==> config.mk <==
export PLATFORM = sky130hd
export DESIGN_NAME = qei_gen_flat
export DESIGN_NICKNAME = d
export VERILOG_FILES = /design/src/rtl/qei_gen_if.sv /design/src/rtl/qei_gen.sv /design/src/flat_wrapper.sv
export SDC_FILE = /design/constraint.sdc
export NUM_CORES = 1
export LEC_CHECK = 0
export CAP_MARGIN = 40
export CORE_MARGIN = 2
export CORE_UTILIZATION = 35
export CTS_CLUSTER_SIZE = 24
export DETAILED_ROUTE_END_ITERATION = 10
export PLACE_DENSITY = 0.55
export RECOVER_POWER = 50
export SLEW_MARGIN = 5
export SYNTH_ARGS = -nofsm -noshare
export SYNTH_HDL_FRONTEND = slang
export SYNTH_SLANG_ARGS = --single-unit
==> constraint.sdc <==
create_clock -name clk -period 4.09 [get_ports clk]
set_input_delay 0.6135 -clock clk [delete_from_list [all_inputs] [get_ports clk]]
set_output_delay 0.6135 -clock clk [all_outputs]
set_load 0.005 [all_outputs]
==> src/rtl/qei_gen_if.sv <==
// Command channel for qei_gen: valid/ready handshake carrying direction,
// step count and step interval.
interface qei_gen_if #(
    parameter int PERIOD_W = 8
);
    logic                cmd_valid;
    logic                cmd_ready;
    logic                cmd_dir;
    logic [15:0]         cmd_steps;
    logic [PERIOD_W-1:0] cmd_period;

    modport master (output cmd_valid, cmd_dir, cmd_steps, cmd_period, input cmd_ready);
    modport slave  (input cmd_valid, cmd_dir, cmd_steps, cmd_period, output cmd_ready);
endinterface

==> src/rtl/qei_gen.sv <==
// Quadrature encoder signal generator: turns step commands into Gray-coded A/B
// outputs at a programmable rate. Optional index output under QEI_GEN_INDEX_EN.
module qei_gen #(
    parameter int PERIOD_W = 8,
    parameter int IDX_BITS = 4
) (
    input  logic        clk,
    input  logic        rst,
    qei_gen_if.slave    cmd,
    output logic        qa,
    output logic        qb,
    output logic        idx,
    output logic        busy,
    output logic        done,
    output logic [15:0] position
);
    localparam logic [0:0] ST_IDLE = 1'b0;
    localparam logic [0:0] ST_RUN  = 1'b1;

    logic [0:0]          state_q, state_d;
    logic                dir_q, dir_d;
    logic [15:0]         remaining_q, remaining_d;
    logic [PERIOD_W-1:0] period_q, period_d;
    logic [PERIOD_W-1:0] timer_q, timer_d;
    logic [15:0]         pos_q, pos_d;
    logic                qa_q, qb_q;
    logic                done_q, done_d;
    logic                accept_s;

    if (IDX_BITS < 2) begin : g_idx_check
        $error("qei_gen: IDX_BITS must be at least 2");
    end

    assign accept_s      = cmd.cmd_valid && (state_q == ST_IDLE);
    assign cmd.cmd_ready = (state_q == ST_IDLE);
    assign busy          = (state_q == ST_RUN);
    assign done          = done_q;
    assign qa            = qa_q;
    assign qb            = qb_q;
    assign position      = pos_q;

    // Next-state logic for the command sequencer and step timer.
    always_comb begin
        state_d     = state_q;
        dir_d       = dir_q;
        remaining_d = remaining_q;
        period_d    = period_q;
        timer_d     = timer_q;
        pos_d       = pos_q;
        done_d      = 1'b0;
        case (state_q)
            ST_IDLE: begin
                if (accept_s) begin
                    dir_d       = cmd.cmd_dir;
                    remaining_d = cmd.cmd_steps;
                    period_d    = cmd.cmd_period;
                    // First step is taken on the first RUN cycle; the interval
                    // only separates consecutive steps.
                    timer_d     = {PERIOD_W{1'b0}};
                    if (cmd.cmd_steps != 16'd0) begin
                        state_d = ST_RUN;
                    end else begin
                        done_d = 1'b1;
                    end
                end else begin
                    state_d = ST_IDLE;
                end
            end
            ST_RUN: begin
                if (timer_q != {PERIOD_W{1'b0}}) begin
                    timer_d = timer_q - {{(PERIOD_W-1){1'b0}}, 1'b1};
                end else begin
                    pos_d       = dir_q ? (pos_q + 16'd1) : (pos_q - 16'd1);
                    timer_d     = period_q;
                    remaining_d = remaining_q - 16'd1;
                    if (remaining_q == 16'd1) begin
                        state_d = ST_IDLE;
                        done_d  = 1'b1;
                    end else begin
                        state_d = ST_RUN;
                    end
                end
            end
            default: begin
                state_d = ST_IDLE;
            end
        endcase
    end

    // State registers; A/B are the Gray code of the low position bits.
    always_ff @(posedge clk) begin
        if (rst) begin
            state_q     <= ST_IDLE;
            dir_q       <= 1'b0;
            remaining_q <= 16'd0;
            period_q    <= {PERIOD_W{1'b0}};
            timer_q     <= {PERIOD_W{1'b0}};
            pos_q       <= 16'd0;
            qa_q        <= 1'b0;
            qb_q        <= 1'b0;
            done_q      <= 1'b0;
        end else begin
            state_q     <= state_d;
            dir_q       <= dir_d;
            remaining_q <= remaining_d;
            period_q    <= period_d;
            timer_q     <= timer_d;
            pos_q       <= pos_d;
            qa_q        <= pos_d[1];
            qb_q        <= pos_d[1] ^ pos_d[0];
            done_q      <= done_d;
        end
    end

`ifdef QEI_GEN_INDEX_EN
    logic idx_q;

    // Index marks every position whose low IDX_BITS bits are zero.
    always_ff @(posedge clk) begin
        if (rst) begin
            idx_q <= 1'b1;
        end else begin
            idx_q <= (pos_d[IDX_BITS-1:0] == {IDX_BITS{1'b0}});
        end
    end

    assign idx = idx_q;
`else
    assign idx = 1'b0;
`endif

endmodule
==> src/flat_wrapper.sv <==
// flat-port wrapper written by rule: the top's interface ports become plain ports
module qei_gen_flat 
#(
    parameter int PERIOD_W = 8,
    parameter int IDX_BITS = 4
)
  (clk, rst, qa, qb, idx, busy, done, position, cmd_cmd_valid, cmd_cmd_dir, cmd_cmd_steps, cmd_cmd_period, cmd_cmd_ready);
  qei_gen_if #(.PERIOD_W(PERIOD_W)) cmd_i ();
  input  logic clk;
  input  logic rst;
  output logic qa;
  output logic qb;
  output logic idx;
  output logic busy;
  output logic done;
  output logic [15:0] position;
  input wire logic [$bits(cmd_i.cmd_valid)-1:0] cmd_cmd_valid;
  input wire logic [$bits(cmd_i.cmd_dir)-1:0] cmd_cmd_dir;
  input wire logic [$bits(cmd_i.cmd_steps)-1:0] cmd_cmd_steps;
  input wire logic [$bits(cmd_i.cmd_period)-1:0] cmd_cmd_period;
  output wire logic [$bits(cmd_i.cmd_ready)-1:0] cmd_cmd_ready;
  assign cmd_i.cmd_valid = cmd_cmd_valid;
  assign cmd_i.cmd_dir = cmd_cmd_dir;
  assign cmd_i.cmd_steps = cmd_cmd_steps;
  assign cmd_i.cmd_period = cmd_cmd_period;
  assign cmd_cmd_ready = cmd_i.cmd_ready;
  qei_gen #(.PERIOD_W(PERIOD_W), .IDX_BITS(IDX_BITS)) u_core (.clk(clk), .rst(rst), .cmd(cmd_i), .qa(qa), .qb(qb), .idx(idx), .busy(busy), .done(done), .position(position));
endmodule
# Word level (Yosys, flattened, before mapping)
# Index checks and enable logic that the tools add are counted.
[totals]
inputBits = 28
word_cells = 45
regBits = 53
[classes]
eq_ne = 3
muxes = 19
n_bitwise = 3
reduce_logical = 6
addsub = 4
[op_table]
columns = ["cell", "n"]
rows = [
  ["16-bit 2-to-1 mux", 3],
  ["16-bit case mux with 2 select lines", 1],
  ["16-bit by 1-bit subtractor with 16-bit output (second input constant)", 2],
  ["16-bit by 1-bit adder with 16-bit output (second input constant)", 1],
  ["16-bit by 1-bit == test with 1-bit output (second input constant)", 1],
  ["8-bit 2-to-1 mux", 2],
  ["8-bit case mux with 2 select lines", 1],
  ["16-bit nonzero test", 1],
  ["1-bit 2-to-1 mux", 8],
  ["8-bit nonzero test", 1],
  ["8-bit by 1-bit subtractor with 8-bit output (second input constant)", 1],
  ["2-bit AND reduction", 3],
  ["2-bit 2-to-1 mux", 2],
  ["1-bit case mux with 2 select lines", 2],
  ["2-bit by 1-bit != test with 1-bit output (second input constant)", 1],
  ["2-bit != test (second input constant)", 1],
  ["1-bit inverter", 2],
  ["1-bit logical AND", 1],
  ["1-bit bitwise XOR", 1],
]

# Longest topological paths before layout
[depth]
word_depth = 5
depth_mapped = 10

# Worst setup path after synthesis
# OpenSTA, ideal clock, no wires.
[synth_timing]
kind = "register -> register"
start = "register u_core.dir_q"
end = "register u_core.pos_q[15], in the netlist u_core.position[15]"
path_stages_with_launch = 9
n_path_buf = 0
t_required_ns = 3.969
arrival_ns = 2.250
setup_slack_ns = 1.719
path_cell_list = "dfxtp_1 -> inv_1 -> ha_1 -> a211oi_1 -> nor2_1 -> a41oi_1 -> o21ai_1 -> mux2i_1 -> mux2_2"
[synth_between]
elab_chain_len = 1
[synth_lines]
columns = ["element", "line_no", "text"]
rows = [
  ["start, declared", "qei_gen.sv:21", "logic dir_q, dir_d;"],
  ["start signal, assigned", "qei_gen.sv:104", "dir_q <= dir_d;"],
  ["16-bit 2-to-1 mux", "qei_gen.sv:73", "pos_d = dir_q ? (pos_q + 16'd1) : (pos_q - 16'd1);"],
  ["end signal, assigned", "qei_gen.sv:108", "pos_q <= pos_d;"],
  ["end, declared", "qei_gen.sv:25", "logic [15:0] pos_q, pos_d;"],
]
# No other way between the ends.
# A chain may end at the register's enable or synchronous reset.

# Worst setup path in the final report
[layout_timing]
start = "register u_core.timer_q[0]"
end = "register u_core.remaining_q[11]"
[layout_between]
elab_chain_len = 3
[layout_lines]
columns = ["element", "line_no", "text"]
rows = [
  ["start, declared", "qei_gen.sv:24", "logic [PERIOD_W-1:0] timer_q, timer_d;"],
  ["start signal, assigned", "qei_gen.sv:97", "timer_q <= {PERIOD_W{1'b0}};"],
  ["start signal, assigned", "qei_gen.sv:107", "timer_q <= timer_d;"],
  ["8-bit nonzero test", "qei_gen.sv:70", "if (timer_q != {PERIOD_W{1'b0}}) begin"],
  ["2-bit != test (no line)", "--", ""],
  ["2-bit AND reduction (no line)", "--", ""],
  ["end signal, assigned", "qei_gen.sv:105", "remaining_q <= remaining_d;"],
  ["end, declared", "qei_gen.sv:22", "logic [15:0] remaining_q, remaining_d;"],
]
# No other way between the ends.

==> results.rst <==
.. list-table::
   :header-rows: 1

   * - Metric
     - Value
   * - Outcome
     - finished, final reports clean
   * - Number of max-cap violations
     - 0
   * - Antenna Violating Nets Remaining
     - 0
   * - Arr. time, crit path
     - ~3.3 ns
   * - Worst-case hold path end point
     - u_core.period_q[4]
   * - Final clock skew
     - a little over 0.006 ns
   * - Detail-routed net length per standard cell
     - 14.7 um
   * - Number of core rows
     - 34
   * - Final period util
     - 74.4%
   * - Boundary Pins
     - 50
   * - Post-detailed-route DRC marker count
     - 0
   * - Req. time, crit path
     - 4.32 ns
   * - Routed wl met3
     - 304 um
   * - H-tree levels
     - 2
   * - Max stage delay cell, worst path
     - clkbuf_1
   * - Number of design-rule violations left by the first detailed-router iteration
     - roughly 100
   * - Core utilization of the finished layout
     - 43.7%
   * - Average footprint of a synthesized cell
     - ~7.6 um^2
   * - Terminus of the critical flop-to-flop path
     - u_core.remaining_q[11]
   * - Full die area
     - 9960 um^2
   * - Die Width
     - 99.8 um
   * - Most frequent cell on the critical path
     - nor2_1
   * - Quantity of I/O buffers inserted on ports
     - 48
   * - Fmax achieved
     - 0.329 GHz
   * - Max Fanout on Critical Path
     - 24
   * - Crit path largest cell delay
     - ~0.85 ns
   * - Max-slew headroom
     - between 20% and 30%
   * - Post-layout nets
     - just over 500
   * - Number of vias per cell
     - 5.52
   * - Number of enable flip-flop cells after synthesis
     - 0
   * - Placeable core region
     - between 8000 and 9000 um^2
   * - Wire length of the first global-routing pass
     - 13700 um
   * - Fraction of the yosys area taken by sequential cells
     - 32.4%
   * - Distinct cell type count after synthesis
     - 53
   * - Leakage component of the power
     - roughly 1.5 nW
   * - Setup violators final
     - 0
   * - Via count of the routed design
     - a little over 3000
   * - Final GP Congestion
     - 0.887
   * - RSZ-0062 raised after global routing
     - false
   * - Wire length on met2
     - 3960 um
   * - Post-layout minimum cycle time
     - approximately 3.0 ns
   * - Area of the multi-input gates
     - 2010 um^2
   * - Cells on Worst Hold Path
     - 2
   * - Number of antenna violations at the first check in global routing
     - 0
   * - Antenna Cells
     - 0
   * - Top Family by Delay on Critical Path
     - simple AND/OR/NAND/NOR gates
   * - Pwr dens
     - 629 nW/um^2
   * - Primary flip-flop cell chosen by synthesis mapping
     - dfxtp_1
   * - Number of hold-repair buffers added at the cts stage
     - 0
   * - Flop2flop setup slack
     - 1.05 ns
   * - GRT Resource Usage Total
     - 16.9%
   * - Number of global-route vias before repair
     - 2906
   * - Number of resized instances in the post-cts repair step
     - 0
   * - Estimated wirelength of the detail-placed design
     - 5900 um
   * - Largest net degree at the start of global routing
     - 41
   * - Commonest non-fill, non-tap cells in the layout
     - nand2_1, a21oi_1, dfxtp_1
   * - Post-synthesis sequential element count
     - 52
   * - Later-pin clock latency in the skew report
     - 0.31 ns
   * - Maximum ir drop on the vdd rail
     - 0.236 mV
   * - Clock tree from TritonCTS
     - done
   * - Worst reg2reg startpoint
     - u_core.timer_q[0]
   * - Total clock buffers created by CTS
     - 5
   * - Detailed-routing wirelength on met1
     - 3950 um
   * - Setup WS pre-CTS
     - 1.32 ns
   * - Count of warnings emitted by yosys
     - 0
   * - Hold Vio Cnt, Final
     - 0
   * - Buffers and inverters on the worst path
     - 2
   * - Total negative slack for setup checks
     - 0 ns
   * - Synthesized Nets
     - 468
   * - Share of post-route cells with drive strength above 1
     - 4.38%
   * - Pre-antenna DRT Iters
     - 4
   * - Starting density of the core
     - 36.5%
   * - Layout filler cell count
     - between 900 and 1000
   * - Type of element capturing the critical path
     - register
   * - Number of cells on the worst reg-to-reg path
     - 9
   * - Buffers inserted by post-CTS timing repair
     - 0
   * - Sequential cell area
     - 1040 um^2
   * - Path type of the worst setup path
     - reg -> reg
   * - Number of pins with negative max-slew slack in the final report
     - 0
   * - Startpoint types
     - register
   * - Post-route worst setup slack
     - 1.05 ns
   * - CTS Root Cell
     - clkbuf_8
   * - Clk sinks
     - 52
   * - Synth async-reset ratio
     - 0%
   * - Growth of design area from synthesis to finish
     - 20.0%
   * - Hold path startpoint
     - u_core.period_q[4]
   * - Type of the tightest min-delay check
     - reg -> reg
   * - Sequence of cells on the critical path
     - inv_1, ha_1, nor3b_1, and3_1, clkbuf_1, nor2_1, a21oi_1, nor2_1, a211oi_1
   * - Top routing layer used
     - met4
   * - Most common cell after layout, fill and taps aside
     - nand2_1
   * - Aggregate global routing overflow
     - 0
   * - Maximum number of buffers from clock root to sink
     - 2
   * - Synth Instances
     - 421
   * - Die Y-Extent
     - 99.8 um
   * - Actual slew at the worst max-slew pin
     - 1.15 ns
   * - Summed instance area of the synthesized netlist
     - 3210 um^2
   * - Reg clk slew, reported paths
     - approximately 0.1 ns
   * - Total wire length
     - 8320 um
## synthesized netlist by cell type (2+ instances only)
library cell	instances	share of area (%)
nor2_1	40	4.7
nand3_1	14	2.2
o21bai_1	4	0.94
nor3b_1	2	0.47
nand2_1	60	7.0
inv_1	9	1.1
and3_1	10	1.9
a31oi_1	9	1.8
buf_2	3	0.47
buf_4	3	0.70
nor2b_1	4	0.78
nand3b_1	4	0.94
nor4_1	8	1.6
or3_1	3	0.58
a21o_1	6	1.4
xor2_1	4	1.1
o21ai_0	21	3.3
dfxtp_1	52	32
clkbuf_1	18	2.1
buf_6	2	0.70
o21a_1	2	0.47
nand2b_1	2	0.39
nor3_1	11	1.7
a311oi_1	3	0.82
a32oi_1	2	0.55
nand4b_1	2	0.55
mux2i_1	4	1.2
ha_1	18	7.0
o22ai_1	3	0.58
nand4_1	4	0.78
a21oi_1	52	8.1
a211oi_1	7	1.6
xnor2_1	9	2.5
mux2_2	3	1.1
and2b_1	2	0.47
o211ai_1	4	0.94
## cells by family after synthesis
logic type | synth area share [%]
adders and majority gates | 7.64
buffers and inverters | 5.03
muxes | 2.30
DFF | 32.4
AOI/OAI and AO/OA | 22.5
other | 0.117
xor gates and xnor gates | 3.55
and+or+nand+nor | 26.5
## power by group
group          internal, mW  switching [mW]
Sequential            0.612           0.101
Clock                 0.182           0.184
Combinational         0.631           0.712
## worst reg2reg max path: stages, from the launching register on
cell      delay [ns]
dfxtp_1         0.39
inv_1           0.11
ha_1            0.21
nor3b_1         0.35
and3_1          0.20
clkbuf_1        0.85
nor2_1          0.37
a21oi_1         0.22
nor2_1          0.05
a211oi_1        0.20
## worst max-delay path by stage
stage	start	endpoint	slack (ns)	depth (start not counted)
4_1_cts	u_core.dir_q	u_core.position[15]	1.28	8
6_report	u_core.timer_q[0]	u_core.remaining_q[11]	1.05	9
2_1_floorplan	u_core.dir_q	u_core.position[15]	1.72	8
3_3_place_gp	u_core.dir_q	u_core.position[15]	1.43	8
5_1_grt	u_core.timer_q[0]	u_core.remaining_q[11]	0.72	9
3_5_place_dp	u_core.dir_q	u_core.position[15]	1.32	8
## per-layer routing
metal / vias to the layer above / GRT usage, %
met4: 0 / 4.85
met3: 11 / 2.65
met1: 1454 / 22.3
met2: 71 / 28.5
met5: - / 0
li1: 1581 / -
## state kept, by name, summed over array words and instances, names as in the netlist
signal              count
u_core.busy             1
u_core.dir_q            1
u_core.done             1
u_core.period_q         8
u_core.position        15
u_core.qa               1
u_core.qb               1
u_core.remaining_q     16
u_core.timer_q          8
## stage by stage
step / cells / total power [mW] / area, um^2 / hold WS (ns)
6_report: 565 / 2.42 / 3850 / 0.463
3_5_place_dp: 557 / 2.09 / 3750 / 0.448
2_1_floorplan: 421 / 1.72 / 3210 / 0.433
4_1_cts: 565 / 2.46 / 3860 / 0.463
3_3_place_gp: 556 / 2.08 / 3730 / 0.449
5_1_grt: 565 / 2.62 / 3850 / 0.481
## cell type report
class	count	share of cell area [%]
flip-flops and latches	52	27.0
inverters	9	0.877
clock buffers	6	1.88
repair buffers	54	13.6
multi-input cells	334	52.1
clock inverters	2	0.910
well taps	108	3.51
Note: power is estimated with default switching activity, not from simulation.
